### src/rtl/fft_sdf_r2_stage.sv
// Radix-2 single-path delay-feedback butterfly stage with a DEPTH-deep difference line,
// optional halving or saturation, valid-gated input and an explicit drain of stored differences.
`timescale 1ns/1ps
module fft_sdf_r2_stage #(
    parameter int WIDTH = 16,
    parameter int DEPTH = 8,
    parameter int SCALE = 1,
    parameter int CNT_W = $clog2(2*DEPTH)
) (
    input  logic             clk,
    input  logic             rst,
    input  logic [WIDTH-1:0] Input_Re,
    input  logic [WIDTH-1:0] Input_Im,
    input  logic             In_Valid,
    output logic             In_Ready,
    input  logic             Flush,
    output logic [WIDTH-1:0] Output_Re,
    output logic [WIDTH-1:0] Output_Im,
    output logic             Out_Valid
);
    localparam int PTR_W = (DEPTH > 1) ? $clog2(DEPTH) : 1;

    typedef enum logic {ST_RUN, ST_DRAIN} state_t;

    state_t             state_reg, state_next;
    logic [CNT_W-1:0]   cnt_reg, cnt_next;
    logic               pending_reg, pending_next;
    logic [PTR_W-1:0]   ptr_reg, ptr_next;
    logic [2*WIDTH-1:0] out_reg, out_next;
    logic               valid_reg, valid_next;

    // Complex samples are packed {im, re}; the line is a circular buffer that is always full,
    // so the head being read is also the slot being overwritten.
    logic [2*WIDTH-1:0] mem [DEPTH];
    logic [2*WIDTH-1:0] head, x_pk, sum_pk, dif_pk, push_val;
    logic               accept, shift, phase_b;

    function automatic logic [WIDTH-1:0] fix(input logic [WIDTH:0] v);
        if (SCALE != 0)
            fix = v[WIDTH:1];
        else if (v[WIDTH] != v[WIDTH-1])
            fix = v[WIDTH] ? {1'b1, {(WIDTH-1){1'b0}}} : {1'b0, {(WIDTH-1){1'b1}}};
        else
            fix = v[WIDTH-1:0];
    endfunction

    assign head     = mem[ptr_reg];
    assign x_pk     = {Input_Im, Input_Re};
    assign In_Ready = (state_reg == ST_RUN);
    assign accept   = In_Valid & In_Ready;
    assign phase_b  = (cnt_reg >= CNT_W'(DEPTH));

    genvar gi;
    generate
        for (gi = 0; gi < 2; gi++) begin : g_comp
            logic [WIDTH:0] a_ext, b_ext, sum_w, dif_w;
            assign a_ext = {head[gi*WIDTH+WIDTH-1], head[gi*WIDTH +: WIDTH]};
            assign b_ext = {x_pk[gi*WIDTH+WIDTH-1], x_pk[gi*WIDTH +: WIDTH]};
            assign sum_w = a_ext + b_ext;
            assign dif_w = a_ext - b_ext;
            assign sum_pk[gi*WIDTH +: WIDTH] = fix(sum_w);
            assign dif_pk[gi*WIDTH +: WIDTH] = fix(dif_w);
        end
    endgenerate

    always_comb begin
        state_next   = state_reg;
        cnt_next     = cnt_reg;
        pending_next = pending_reg;
        ptr_next     = ptr_reg;
        out_next     = out_reg;
        valid_next   = 1'b0;
        shift        = 1'b0;
        push_val     = x_pk;
        case (state_reg)
            ST_RUN: begin
                if (accept) begin
                    shift    = 1'b1;
                    cnt_next = cnt_reg + CNT_W'(1);
                    if (cnt_reg == CNT_W'(2*DEPTH-1))
                        pending_next = 1'b1;
                    if (phase_b) begin
                        push_val   = dif_pk;
                        out_next   = sum_pk;
                        valid_next = 1'b1;
                    end else begin
                        out_next   = head;
                        valid_next = pending_reg;
                    end
                end else if (Flush && cnt_reg == '0 && pending_reg) begin
                    state_next = ST_DRAIN;
                end
            end
            ST_DRAIN: begin
                // cnt sits at 0 between frames, so it doubles as the drain step counter
                shift      = 1'b1;
                push_val   = '0;
                out_next   = head;
                valid_next = 1'b1;
                cnt_next   = cnt_reg + CNT_W'(1);
                if (cnt_reg == CNT_W'(DEPTH-1)) begin
                    cnt_next     = '0;
                    pending_next = 1'b0;
                    state_next   = ST_RUN;
                end
            end
            default: state_next = ST_RUN;
        endcase
        if (shift)
            ptr_next = (ptr_reg == PTR_W'(DEPTH-1)) ? '0 : ptr_reg + PTR_W'(1);
    end

    always_ff @(posedge clk or negedge rst) begin
        if (!rst) begin
            state_reg   <= ST_RUN;
            cnt_reg     <= '0;
            pending_reg <= 1'b0;
            ptr_reg     <= '0;
            out_reg     <= '0;
            valid_reg   <= 1'b0;
        end else begin
            state_reg   <= state_next;
            cnt_reg     <= cnt_next;
            pending_reg <= pending_next;
            ptr_reg     <= ptr_next;
            out_reg     <= out_next;
            valid_reg   <= valid_next;
        end
    end

    always_ff @(posedge clk) begin
        if (shift)
            mem[ptr_reg] <= push_val;
    end

    assign Output_Re = out_reg[WIDTH-1:0];
    assign Output_Im = out_reg[2*WIDTH-1:WIDTH];
    assign Out_Valid = valid_reg;
endmodule
### config.mk
export PLATFORM = sky130hd
export DESIGN_NAME = fft_sdf_r2_stage
export DESIGN_NICKNAME = d
export VERILOG_FILES = /design/src/rtl/fft_sdf_r2_stage.sv
export SDC_FILE = /design/constraint.sdc
export NUM_CORES = 1
export LEC_CHECK = 0
export CORE_MARGIN = 1.5
export CORE_UTILIZATION = 45
export CTS_CLUSTER_SIZE = 8
export DETAILED_ROUTE_END_ITERATION = 10
export PLACE_DENSITY = 0.59
export SLEW_MARGIN = 10
export SYNTH_ARGS = -nofsm -noshare
export SYNTH_HDL_FRONTEND = slang
export SYNTH_SLANG_ARGS = --single-unit
export TNS_END_PERCENT = 5
### constraint.sdc
create_clock -name clk -period 5.3 [get_ports clk]
set_input_delay 1.06 -clock clk [delete_from_list [all_inputs] [get_ports clk]]
set_output_delay 1.06 -clock clk [all_outputs]
set_load 0.005 [all_outputs]
==> results.md <==
* Outcome: finished clean
* Largest net degree at the start of global routing at 43
* Async S/R FF share, synth at around 14%
* Ratio of cells with drive above 1 in the final layout at between 10% and 20%
* Remaining antenna violation count at 0
* CTS tree: built
* Worst setup EP type: flop
* Top FF cell, synth: edfxtp_1
* First-pass GRT wire length at 61,600 microns
* Setup TNS at 0 ns
* Max Buffers Root-to-Sink at 3
* Unrepaired setup endpoints after global routing: no
* Pwr dens at ~750 mW/mm^2
* Netlist cell types at 70
* Avg Cell Area, Syn at ~12 sq um
* Worst EP arrival at just over 5 ns
* Crit path top cell by count: o21ai_0
* Worst slew pin tran at 1.33 ns
* Grt total ovfl at 0
* Post-synth EDFFs at around 260
* GPL Wtd Cong at between 0.9 and 1
* CP startpoint kind: flop
* Die Y at between 150 and 200 microns
* CTS Buf Count at between 40 and 50
* Post-CTS setup buffer count at 0
* Final wirelength at 40,600 microns
* Crit share post-route at around nine tenths
* Resized Gates After CTS at 0
* Site row count at between 60 and 70
* Cell Area, Synth at ~0.015 sq mm
* DRC viols at 0
* Hold Vio Cnt, Final at 0
* Most frequent cells in the layout: edfxtp_1 (256), nand2_1 (105), o21ai_0 (86), nor2_1 (80), ha_1 (74)
* Clock slew at reported path FFs at approximately 0.05 ns
* Most common cell after layout, fill and taps aside: edfxtp_1
* Final net count at about 1,400
* Setup violators final at 0
* Vias/cell at ~5.8
* HP Class: flop to flop
* Initial Utilization at between 40% and 50%
* Fmax at 206 MHz
* Diode count at 0
* CTS sink cnt at ~300
* 1st-pass router iterations at 5
* Initial antenna violation count at 0
* Fill count at 2,759
* WS Path Type: flop to flop
* Area of the multi-input gates at about 0.0060 sq mm
* Die width at 186 microns
* Synthesis-to-layout area growth at 18.3%
* Skew final at around 0.018 ns
* CTS root buf: clkbuf_16
* Slew Viols, Final at 0
* I/O Buffers at 69
* Register Area at ~0.0087 sq mm
* GRT Util Overall at ~24%
* Cell Chain, Critical Path: buf_12 > nor2_1 > a22oi_1 > o211ai_1 > ha_1 > o21ai_0 > a21oi_1 > o41a_1 > a211o_1 > a31oi_1 > xnor2_1 > o21ai_0
* Post-Synthesis Cells at approximately 1,200
* Max-cap violations at 0
* CP Buf/Inv Count at 1
* Seq cells post-synth at slightly below 300
* Post-CTS Hold Fix Bufs at 0
* Total power at approximately 13,000 uW
* Die ar. at around 0.035 sq mm
* H-tree depth at 2
* Pleak at ~0.0066 uW
* Highest ir drop seen on vdd at about 0.00029 V
* Routed length per instance at 22.6 microns
* CP top delay family: compound AO/OA/AOI/OAI gates
* Slowest stage cell, crit path: o21ai_0
* Syn nets at around 1,300
* Ports at 70
* Starting DRC count in detailed routing at 924
* Rel. slew slack at a little over a tenth
* Sequential area share after synthesis at around 58%
* Max reg flops at 256
* Core ar. at ~0.033 sq mm
* Vias at approximately 10,000
* CP peak stage delay at approximately 0.73 ns
* Largest fanout on the critical path at just over 40
* Yosys warns at 0
* Min Clock Period, post-route at just under 5 ns
* Required @ worst endpoint at between 5 and 6 ns
* Vias in the first global route at 10,096
* Worst skew pair latency at ~0.54 ns
* DP Wirelength at about 27,000 microns
worst register-to-register path, delay by kind of cell, from the launching register on:
kind	cells	cell delay (ns)
xor gates and xnor gates	1	0.10
DFF	1	0.56
and+or+nand+nor	1	0.55
AOI/OAI and AO/OA	8	2.58
adders and majority gates	1	0.45
buffers and inverters	1	0.28
layout make-up:
class                   count  share of cell area, %
clock buffers              65                   6.48
repair buffers            122                   6.47
well taps                 442                   3.09
flip-flops and latches    298                   48.9
multi-input cells         802                   33.3
inverters                  66                   1.39
clock inverters             3                  0.364
layer usage:
layer / vias to the layer above / global-route usage (%) / routed length, microns
li1: 4800 / - / -
met1: 5136 / 35.9 / 19000
met2: 371 / 36.8 / 18000
met3: 49 / 3.99 / 3010
met4: 0 / 5.52 / 644
met5: - / 0 / 0
power breakdown:
group          total, uW  internal, uW  switching, uW  leakage, uW
clock network       2470          1500            974     0.000583
registers           3850          3550            296      0.00284
logic               7180          2850           4330      0.00319
synth_stat cells (3+ instances only):
master	count	area share, %
or3_1	7	0.29
a21o_1	5	0.25
clkbuf_1	48	1.2
nor2_1	86	2.1
mux2_2	22	1.6
o221ai_1	6	0.35
mux4_2	28	4.2
or2_2	4	0.17
a21oi_1	69	2.3
nor2b_1	11	0.46
nand2_1	106	2.6
ha_1	74	6.1
o22a_1	4	0.23
nor3_1	18	0.60
a211o_1	3	0.17
mux2i_1	23	1.5
o211ai_1	7	0.35
inv_1	64	1.6
and2_1	7	0.29
nand2b_1	11	0.46
o31ai_1	13	0.65
a221oi_1	19	1.1
a211oi_1	3	0.15
xor2_1	8	0.46
dfrtp_1	42	7.0
buf_1	9	0.22
a221o_1	3	0.20
a22oi_1	16	0.79
o21ai_0	86	2.8
a31oi_1	6	0.25
nor4_1	4	0.17
and3_1	6	0.25
edfxtp_1	256	51
o21bai_1	13	0.65
fa_1	4	0.53
nand3_1	32	1.1
a2111oi_0	3	0.17
o22ai_1	18	0.75
nor3b_1	4	0.20
xnor2_1	38	2.2
buf_2	5	0.17
stage by stage:
step	hold slack [ns]	utilization, %	setup WS (ns)	std cells	area, sq um
2_1_floorplan	0.473	-	1.12	1229	15100
3_3_place_gp	0.461	50.8	0.594	1729	16600
3_5_place_dp	0.468	50.8	0.522	1729	16600
4_1_cts	0.480	54.5	0.496	1797	17900
5_1_grt	0.499	54.5	0.0632	1798	17900
6_report	0.473	54.5	0.443	1798	17900
logic make-up (layout without fill, tap and decap cells):
logic type | count (synthesis) | count (layout) | share of synthesized area, %
and+or+nand+nor | 310 | 310 | 9.57
DFF | 298 | 298 | 57.8
AOI/OAI and AO/OA | 294 | 294 | 12.5
buffers and inverters | 129 | 256 | 3.30
adders and majority gates | 78 | 78 | 6.66
muxes | 74 | 74 | 7.49
xor gates and xnor gates | 46 | 46 | 2.67
worst paths after layout:
check / depth (start not counted) / to / slack (ns) / startpoint
max: 12 / mem[6][13]$_DFFE_PP_ / 0.44 / ptr_reg[0]$_DFFE_PN0P_
min: 2 / out_reg[21]$_DFFE_PN0P_ / 0.47 / out_reg[21]$_DFFE_PN0P_
max reg2reg: 12 / mem[6][13]$_DFFE_PP_ / 0.44 / ptr_reg[0]$_DFFE_PN0P_
min reg2reg: 2 / out_reg[21]$_DFFE_PN0P_ / 0.47 / out_reg[21]$_DFFE_PN0P_
max in group asynchronous: 2 / ptr_reg[1]$_DFFE_PN0P_ / 4.23 / rst
min in group asynchronous: 2 / out_reg[24]$_DFFE_PN0P_ / 0.61 / rst
No activity file was read; power rests on OpenSTA's default activity.
